**config.mk**
```make
export PLATFORM = sky130hd
export DESIGN_NAME = instr_seq
export DESIGN_NICKNAME = d
export VERILOG_FILES = /design/src/rtl/instr_seq.sv
export SDC_FILE = /design/constraint.sdc
export NUM_CORES = 1
export LEC_CHECK = 0
export BUFFER_PORTS_ARGS = -buffer_cell sky130_fd_sc_hd__buf_2
export CAP_MARGIN = 20
export CORE_MARGIN = 1
export CORE_UTILIZATION = 25
export DETAILED_ROUTE_END_ITERATION = 7
export PLACE_DENSITY = 0.47
export SETUP_SLACK_MARGIN = 0.5
export SYNTH_ARGS = -nofsm -noshare
export SYNTH_HDL_FRONTEND = slang
export SYNTH_SLANG_ARGS = --single-unit
```
**constraint.sdc**
```tcl
create_clock -name clk -period 2.3 [get_ports clk]
set_input_delay 0.23 -clock clk [delete_from_list [all_inputs] [get_ports clk]]
set_output_delay 0.23 -clock clk [all_outputs]
set_load 0.1 [all_outputs]
```
**src/rtl/instr_seq.sv**
```systemverilog
`timescale 1ns/1ps
// instr_seq: multi-cycle FETCH/EXEC/FLAG/HALT sequencer that latches a 16-bit
// instruction into IR and drives register-file/ALU controls decoded from it.
module instr_seq (
    input  logic        clk,
    input  logic        reset,
    input  logic        instr_valid,
    input  logic [15:0] instr,
    input  logic        cout,
    output logic        imem_req,
    output logic [15:0] imem_addr,
    output logic        sel,
    output logic        wr,
    output logic [1:0]  op,
    output logic [2:0]  rd_addr_a,
    output logic [2:0]  rd_addr_b,
    output logic [2:0]  wr_addr,
    output logic [15:0] d_in,
    output logic        halted,
    output logic [1:0]  state_dbg
);

    // Fetch handshake: imem_req acts as ready; a word transfers on a rising edge
    // where imem_req && instr_valid, and instr is ignored on every other edge.
    typedef enum logic [1:0] {S_FETCH, S_EXEC, S_FLAG, S_HALT} state_t;

    localparam logic [2:0] OPC_ALU  = 3'b001;
    localparam logic [2:0] OPC_LDI  = 3'b010;
    localparam logic [2:0] OPC_JMP  = 3'b011;
    localparam logic [2:0] OPC_JC   = 3'b100;
    localparam logic [2:0] OPC_HALT = 3'b111;

    state_t      state, state_nx;
    logic [15:0] pc, pc_nx;
    logic [15:0] ir;
    logic        cflag;
    logic [2:0]  opc;
    logic [15:0] offset;
    logic        unused_ir_bits;

    assign opc            = ir[15:13];
    assign offset         = {{3{ir[12]}}, ir[12:0]};
    assign unused_ir_bits = ^ir[1:0];

    always_ff @(posedge clk or posedge reset) begin
        if (reset) begin
            state <= S_FETCH;
        end else begin
            state <= state_nx;
        end
    end

    // PC advances only in EXEC; the carry flag only samples cout in FLAG.
    always_ff @(posedge clk or posedge reset) begin
        if (reset) begin
            pc    <= 16'd0;
            ir    <= 16'd0;
            cflag <= 1'b0;
        end else begin
            if (state == S_FETCH && instr_valid) ir <= instr;
            if (state == S_EXEC) pc <= pc_nx;
            if (state == S_FLAG) cflag <= cout;
        end
    end

    always_comb begin
        state_nx = state;
        pc_nx    = pc;
        case (state)
            S_FETCH: if (instr_valid) state_nx = S_EXEC;
            S_EXEC: begin
                state_nx = S_FETCH;
                pc_nx    = pc + 16'd1;
                case (opc)
                    OPC_ALU:  state_nx = S_FLAG;
                    OPC_JMP:  pc_nx = pc + offset;
                    OPC_JC:   if (cflag) pc_nx = pc + offset;
                    OPC_HALT: begin
                        state_nx = S_HALT;
                        pc_nx    = pc;
                    end
                    default: ;
                endcase
            end
            S_FLAG:  state_nx = S_FETCH;
            S_HALT:  state_nx = S_HALT;
            default: state_nx = S_FETCH;
        endcase
    end

    // Datapath fields come from IR alone, so they hold for the whole instruction.
    always_comb begin
        imem_req  = (state == S_FETCH);
        halted    = (state == S_HALT);
        wr        = 1'b0;
        sel       = 1'b0;
        op        = 2'd0;
        rd_addr_a = 3'd0;
        rd_addr_b = 3'd0;
        wr_addr   = 3'd0;
        d_in      = 16'd0;
        case (opc)
            OPC_ALU: begin
                sel       = 1'b1;
                op        = ir[12:11];
                wr_addr   = ir[10:8];
                rd_addr_a = ir[7:5];
                rd_addr_b = ir[4:2];
                wr        = (state == S_EXEC);
            end
            OPC_LDI: begin
                wr_addr = ir[12:10];
                d_in    = {6'b0, ir[9:0]};
                wr      = (state == S_EXEC);
            end
            default: ;
        endcase
    end

    assign imem_addr = pc;
    assign state_dbg = state;

endmodule
```
* Yosys cells after proc, flatten, opt, wreduce, memory -nomap -nowiden
Cells that the tools add are included.
Operators by class: reductions and logical operators 4, $add $sub $neg 2, bitwise gates (word level) 1, multiplexer cells 12, equal/unequal tests 9
Operator list (number):
- one-hot mux 16 bit (3 select lines) | 1
- adder 16 x 1 -> 16 bit (second input constant) | 1
- adder 16 bit | 1
- 2-to-1 mux 16 bit | 1
- 2-to-1 mux 10 bit | 1
- one-hot mux 2 bit (4 select lines) | 1
- equality test 3 x 2 -> 1 bit (second input constant) | 2
- equality test 3 bit (second input constant) | 2
- 2-to-1 mux 3 bit | 2
- one-hot mux 3 bit (2 select lines) | 1
- equality test 2 bit (second input constant) | 2
- 2-to-1 mux 2 bit | 2
- one-hot mux 2 bit (2 select lines) | 1
- equality test 3 x 1 -> 1 bit (second input constant) | 1
- equality test 2 x 1 -> 1 bit (second input constant) | 1
- logical NOT 2 bit | 1
- 2-to-1 mux 1 bit | 2
- inequality test 2 bit (second input constant) | 1
- AND reduction 2 bit | 1
- OR reduction 2 bit | 1
- logical AND 1 bit | 1
- inverter 1 bit | 1
Word-level totals: input port bits 20, output and inout port bits 49, flip-flop bits (word level) 35

* Logic depth before layout (Yosys ltp)
Gate-level depths: netlist of the first run.
word-level depth 3, depth in mapped cells 10, depth with buffers taken out 10

* Least setup slack after synthesis of the first run
Ideal clock, no wire load.
kind reg2out, start point register ir[15], end point output wr, buffers on the path 2, arrival 3.283 ns, cell stages (with the launch flop) 7, data required time 2.070 ns, setup slack -1.213 ns, path through dfrtp_1 -> buf_2 -> nor2b_1 -> nor2b_1 -> clkbuf_1 -> nor2_1 -> nor2_1
On the way: longest elaborated chain between the ends 3, elaborated cells on any way between the ends 4
RTL lines:
- start: declaration | RTL line 35 | logic [15:0] ir;
- start signal: assignment | RTL line 60 | if (state == S_FETCH && instr_valid) ir <= instr;
- equality test 3 x 1 -> 1 bit / equality test 3 x 2 -> 1 bit (equally long branches) | RTL line 102 | case (opc)
- OR reduction 2 bit (no source line) (*)
- 2-to-1 mux 1 bit (*)
- end: declaration | RTL line 13 | output logic wr,
Every way passes the cells marked *; elsewhere a longest branch is shown, timed or not.

* Worst setup path after layout of the first run
start point register pc[0], in the netlist imem_addr[0], end point register pc[14], in the netlist imem_addr[14]
On the way: longest elaborated chain between the ends 3, elaborated cells on any way between the ends 4
RTL lines:
- start: declaration | RTL line 34 | logic [15:0] pc, pc_nx;
- start signal: assignment | RTL line 61 | if (state == S_EXEC) pc <= pc_nx;
- adder 16 x 1 -> 16 bit / adder 16 bit (equally long branches) | RTL line 73, 76, 77
- 2-to-1 mux 16 bit | RTL line 77 | OPC_JC: if (cflag) pc_nx = pc + offset;
- one-hot mux 16 bit (3 select lines) (*) | RTL line 74 | case (opc)
Marked as above. A chain may end at the register's enable or synchronous reset.

==> metrics.yaml, run 1 <==
routing:
  drtIter0Drc: 139
  drtAntennaViolNets: 0
  drc: 0
  vias: 2594
  wirelength_mm: 8.60
  first_pass_iters: 4
  wl_per_cell_um: 16.1
  via_per_inst: 4.85
critical_path:
  required_ns: 2.50
  worst_setup_path_start_kind: "flip-flop"
  reg2reg_depth: 10
  worst-path-max-fanout: 3
  crit_type: "flip-flop to flip-flop"
  cp-end-kind: "flip-flop"
  cp.arrival_ns: 2.40
floorplan:
  dieArea_um2: 10900
  die_y_um: 105
  die_w_um: 105
  ioPinCount: 69
  start_util_pct: 25.6
  coreArea_um2: 10300
  num_rows: 37
placement:
  place_ws_ns: 0.0282
  hpwlAfterDp_mm: 5.98
  port_buffers: 62
  place_congestion: 0.855
logic_synthesis:
  synth_edf_count: 0
  yosys.area_share.xor_xnor_pct: 3.99
  yosys.area.top_type: "dfrtp_1"
  async_flop_share_pct: 100
  synth_top_area_share_pct: 33.3
  ys_types: 57
  yosys.area_share.simple_pct: 21.3
  synth_ff_type: "dfrtp_1"
  syn_avg_cell_area_um2: 8.84
  syn_area_um2: 2630
  yosysWarnings: 0
  synthAdderAreaFrac_pct: 8.36
  synth_top_family_by_area: "compound AO/OA/AOI/OAI gates"
  netlist_instances: 298
  muxShareOfSynthArea_pct: 6.41
  synth_compound_area_share_pct: 21.3
  yosys_register_bits: 35
  synthTopCellsByArea: "dfrtp_1 (33%), ha_1 (7.6%), mux2_2 (6.4%)"
  ys_seq_area_share_pct: 33.3
timing:
  rsz0062_at_grt: "yes"
  drv_slew: 0
  fmax_mhz: 454
  setup_viol: 0
  hold_viol: 0
  fin_ws_ns: 0.0984
  final.period_utilization_pct: 95.7
  skew_ns: 0.0159
  finalCriticalPeriod_ns: 2.20
global_routing:
  track_usage_pct: 16.3
  grt_pass1_vias: 2567
  grt_pass1_wl_mm: 14.0
  antenna_found_initial: 0
  grt_max_degree: 36
  grt_overflow_total: 0
clock_network:
  clk_latency_ns: 0.30
  cts_buffers: 5
  ctsLongestPathBuffers: 2
  postCtsHoldBufs: 0
  h-tree-depth: 2
  cts.sinks: 35
  root_buffer: "clkbuf_8"
  clkTransAtPathRegs_ns: 0.09
  cts_tree: "done"
final_layout:
  n_antenna_cell: 0
  fillCellCount: 1018
  drive_gt1_share_pct: 55.9
  final_nets: 435
  synthToLayoutAreaGrowth_pct: 65.6
job:
  drv_cap: 0
min_path:
  hold_path_class: "input port to async pin"
outcome:
  status: "completed"
placed cells by master, fill, tap and decap left out, types with 4 or more instances in the layout:
| cell type | synthesis | layout |
|---|---|---|
| a21o_1 | 5 | 5 |
| nand3_1 | 12 | 10 |
| o21ai_0 | 17 | 12 |
| mux2_4 | 0 | 8 |
| buf_4 | 7 | 32 |
| a31oi_1 | 6 | 5 |
| a21oi_1 | 27 | 23 |
| mux2_2 | 15 | 7 |
| dfrtp_4 | 0 | 13 |
| buf_2 | 3 | 39 |
| nor2_1 | 21 | 17 |
| nand2_1 | 23 | 21 |
| o21ai_1 | 0 | 4 |
| nor3_1 | 5 | 5 |
| and2_4 | 0 | 18 |
| ha_4 | 0 | 12 |
| ha_1 | 16 | 4 |
| clkbuf_8 | 0 | 6 |
| nor2b_4 | 1 | 4 |
| inv_1 | 8 | 7 |
| buf_12 | 0 | 24 |
| xnor2_1 | 8 | 6 |
| xor2_1 | 4 | 4 |
| and3_1 | 5 | 4 |
| buf_6 | 0 | 12 |
| conb_1 | 1 | 6 |
| dfrtp_2 | 0 | 9 |
| dfrtp_1 | 35 | 13 |
sequential cells by signal (all words and copies together) (netlist names):
register / flops
imem_addr: 16
ir: 16
state_dbg: 2
cflag: 1
kinds of logic (layout without fill, tap and decap cells):
family	count (synthesis)	count (layout)
AND/OR/NAND/NOR	106	107
AO/OA/AOI/OAI	84	84
flip-flops	35	35
buffers and inverters	28	123
adder cells (fa/ha/maj)	17	17
multiplexers	15	15
XOR/XNOR	12	12
other	1	6
worst paths after layout:
| path | startpoint | to | slack (ns) |
|---|---|---|---|
| setup / recovery | imem_addr[0] | imem_addr[14] | 0.1 |
| hold / removal | reset | ir[13] | 0.05 |
| setup reg to reg | imem_addr[0] | imem_addr[14] | 0.1 |
| hold reg to reg | imem_addr[15] | imem_addr[15] | 0.47 |
| max in group asynchronous | reset | imem_addr[2] | 1.86 |
| min in group clk | instr[1] | ir[1] | 0.15 |
layout make-up:
type | instances | area [µm²] | area share (%)
well taps | 136 | 170 | 3.90
clock inverters | 1 | 5.00 | 0.115
clock buffers | 7 | 86.3 | 1.98
multi-input cells | 241 | 2080 | 47.7
repair buffers | 107 | 1050 | 24.1
flip-flops and latches | 35 | 936 | 21.5
inverters | 8 | 30.0 | 0.689
what timing repair did:
| item | CTS | global route |
|---|---|---|
| pin swaps | 25 | 13 |
| hold endpoints to repair | 0 | 0 |
| setup endpoints to repair | 32 | 35 |
| resized for setup | 41 | 23 |
| setup buffers | 15 | 8 |
| gates cloned | 2 | 0 |
Yosys cell counts, drive strengths merged (2+ instances only):
cell type,number
a221o,3
nand2,23
a22o,4
dfrtp,35
o21ai,17
a221oi,2
a21o,6
nand4,3
nor2b,5
o21a,3
a31oi,6
nor2,22
ha,16
xor2,4
nand3,12
xnor2,8
mux2,15
and3,6
nor3,6
a211oi,2
clkbuf,10
inv,8
buf,10
o22ai,2
and2,19
a21oi,28
nor3b,2
nor4,2
worst max-delay path, cell delays in order (launching register included):
cell and delay (ns):
dfrtp_4 0.49, ha_4 0.16, inv_2 0.05, fa_2 0.22, nor2b_4 0.05, o31ai_4 0.21
a21oi_2 0.12, a221oi_4 0.37, o21ai_1 0.12, xnor2_1 0.13, a211oi_1 0.19
routing by layer:
| metal | vias up | GRT usage [%] | routed length (µm) |
|---|---|---|---|
| met4 | 0 | 3.72 | 85 |
| met1 | 1243 | 22.5 | 4150 |
| met2 | 70 | 26.3 | 3980 |
| met3 | 4 | 2.74 | 390 |
| met5 | - | 0 | 0 |
| li1 | 1277 | - | - |
through the flow:
stage | hold WS [ns] | TNS (ns) | utilization [%] | cell area (µm²) | std cells
5_1_grt | 0.0999 | -0.0378 | 42.4 | 4360 | 535
3_3_place_gp | 0.384 | 0 | 36.7 | 3770 | 502
2_1_floorplan | 0.347 | -0.0378 | - | 2930 | 303
4_1_cts | 0.0615 | 0 | 41.0 | 4210 | 527
3_5_place_dp | 0.380 | 0 | 36.7 | 3770 | 502
6_report | 0.0487 | 0 | 42.4 | 4360 | 535
Power of run 1 is not shown: default switching activity piles up to over one toggle a cycle in this logic, so the estimate is an artifact.
==> inputs of run 2 (changes only) <==
PLACE_DENSITY = 0.46   (was 0.47)
clock period = 2.7 ns   (was 2.3 ns; I/O delays follow)
==> run 2 against run 1 <==
  * Die area is the same
  * Global-route usage shrank 1.6 points
  * Final cell count shrank 5.8%
  * Clock skew shrank 0.0083 ns
  * Register-to-register slack gained 0.38 ns
  * First-iteration DRC count shrank 22%
  * Non-clock buffer count shrank 30
  * Maximum frequency shrank 1.1%
  * Sequential share of layout area grew 3.4 points
  * Wire length shrank 9.3%
  * Clock-buffer cell count shrank 1
  * Critical endpoint is now imem_addr[10]
==> metrics.yaml, run 2 (synthesized netlist as in run 1, its figures left out) <==
routing:
  via_per_inst: 4.87  # was 4.85
  first_pass_iters: 4  # unchanged
  wl_per_cell_um: 15.5  # was 16.1 µm
  drc: 0  # unchanged
  drtAntennaViolNets: 0  # unchanged
  vias: 2452  # was 2594
  drtIter0Drc: 109  # was 139
  wirelength_mm: 7.80  # was 8.60 mm
clock_network:
  root_buffer: "clkbuf_8"  # unchanged
  cts_tree: "done"  # unchanged
  clk_latency_ns: 0.30  # about the same
  h-tree-depth: 2  # unchanged
  ctsLongestPathBuffers: 2  # unchanged
  cts_buffers: 5  # unchanged
  clkTransAtPathRegs_ns: 0.08  # was 0.09 ns
  cts.sinks: 35  # unchanged
global_routing:
  grt_pass1_wl_mm: 12.7  # was 14.0 mm
  grt_pass1_vias: 2505  # was 2567
  grt_overflow_total: 0  # unchanged
  antenna_found_initial: 0  # unchanged
  grt_max_degree: 36  # unchanged
  track_usage_pct: 14.6  # was 16.3%
floorplan:
  coreArea_um2: 10300  # unchanged
  num_rows: 37  # unchanged
  die_w_um: 105  # unchanged
  die_y_um: 105  # unchanged
  ioPinCount: 69  # unchanged
  start_util_pct: 25.6  # unchanged
  dieArea_um2: 10900  # unchanged
final_layout:
  fillCellCount: 1065  # was 1018
  layout_common_cells: "buf_2 (39), a21oi_1 (24), nand2_1 (23)"  # was buf_2 (39), buf_4 (32), buf_12 (24)
  final_nets: 404  # was 435
  layout_commonest_cell: "buf_2"  # unchanged
  synthToLayoutAreaGrowth_pct: 41.5  # was 65.6%
  finalInstanceArea_um2: 3730  # was 4360 µm²
  n_antenna_cell: 0  # unchanged
  drive_gt1_share_pct: 43.8  # was 55.9%
timing:
  tns_ns: 0  # unchanged
  drv_slew: 0  # unchanged
  hold_viol: 0  # unchanged
  fin_hold_ws_ns: 0.0731  # was 0.0487 ns
  setup_viol: 0  # unchanged
  skew_ns: 0.00755  # was 0.0159 ns
  rsz0062_at_grt: "yes"  # unchanged
  finalCriticalPeriod_ns: 2.23  # was 2.20 ns
  fmax_mhz: 449  # was 454 MHz
  final.period_utilization_pct: 82.4  # was 95.7%
critical_path:
  r2r-end: "imem_addr[10]"  # was imem_addr[14]
  regToRegStartpoint: "imem_addr[0]"  # unchanged
  reg2reg_setup_slack_ns: 0.47  # was 0.1 ns
  required_ns: 2.88  # was 2.50 ns
  worst-path-max-fanout: 3  # unchanged
  cp.arrival_ns: 2.41  # was 2.40 ns
  crit_type: "flip-flop to flip-flop"  # unchanged
  cp-end-kind: "flip-flop"  # unchanged
  worst_setup_path_start_kind: "flip-flop"  # unchanged
  reg2reg_depth: 9  # was 10
outcome:
  status: "completed"  # unchanged
placement:
  port_buffers: 62  # unchanged
  dpl_cell_area_um2: 3440  # was 3770 µm²
  place_congestion: 0.841  # was 0.855
  hpwlAfterDp_mm: 5.68  # was 5.98 mm
min_path:
  hold_path_class: "input port to async pin"  # unchanged
job:
  drv_cap: 0  # unchanged
-- run 2: worst max-delay path by stage --
stage	startpoint	to	cells past startpoint
3_5_place_dp	imem_addr[0]	imem_addr[12]	10
3_3_place_gp	imem_addr[0]	imem_addr[12]	10
6_report	imem_addr[0]	imem_addr[10]	9
5_1_grt	imem_addr[0]	imem_addr[10]	9
4_1_cts	imem_addr[0]	imem_addr[14]	10
2_1_floorplan	imem_addr[0]	imem_addr[10]	9
-- run 2: metal layers --
| metal | share of wire [%] | global-route usage (%) |
|---|---|---|
| met2 | 47 | 23.7 |
| met1 | 48 | 20.0 |
| met3 | 4.2 | 2.06 |
| met4 | 1.2 | 4.63 |
| met5 | 0 | 0 |
-- run 2: layout make-up --
cell class	instances	area [µm²]	area share, %
clock buffer	6	72.6	1.95
clock inverter	2	12.5	0.336
inverter	8	30.0	0.806
multi-input combinational	240	1840	49.3
sequential	35	927	24.9
tap	136	170	4.57
timing repair buffer	77	678	18.2
-- run 2: what timing repair did --
action | in CTS | in global routing
setup buffers | 7 | 0
hold buffers | 0 | 0
pin swaps | 7 | 4
resized for setup | 12 | 22
cloned | 0 | 0
endpoints found under the setup margin | 21 | 26
-- run 2: metrics by stage --
step | worst slack, ns | cells | util [%]
floorplan | 0.371 | 303 | -
global route | 0.376 | 504 | 36.3
detailed placement | 0.376 | 489 | 33.5
global placement | 0.417 | 489 | 33.5
CTS | 0.474 | 504 | 35.2
finish | 0.475 | 504 | 36.3
-- run 2: worst max-delay path, stage by stage, from the launching register on --
cell,delay (ns)
dfrtp_4,0.49
ha_4,0.17
inv_2,0.05
fa_2,0.23
nor2b_4,0.06
o31ai_4,0.22
a21oi_2,0.12
a221oi_4,0.36
xnor2_1,0.12
a221o_1,0.31
Power of run 2 is left out for the same reason.
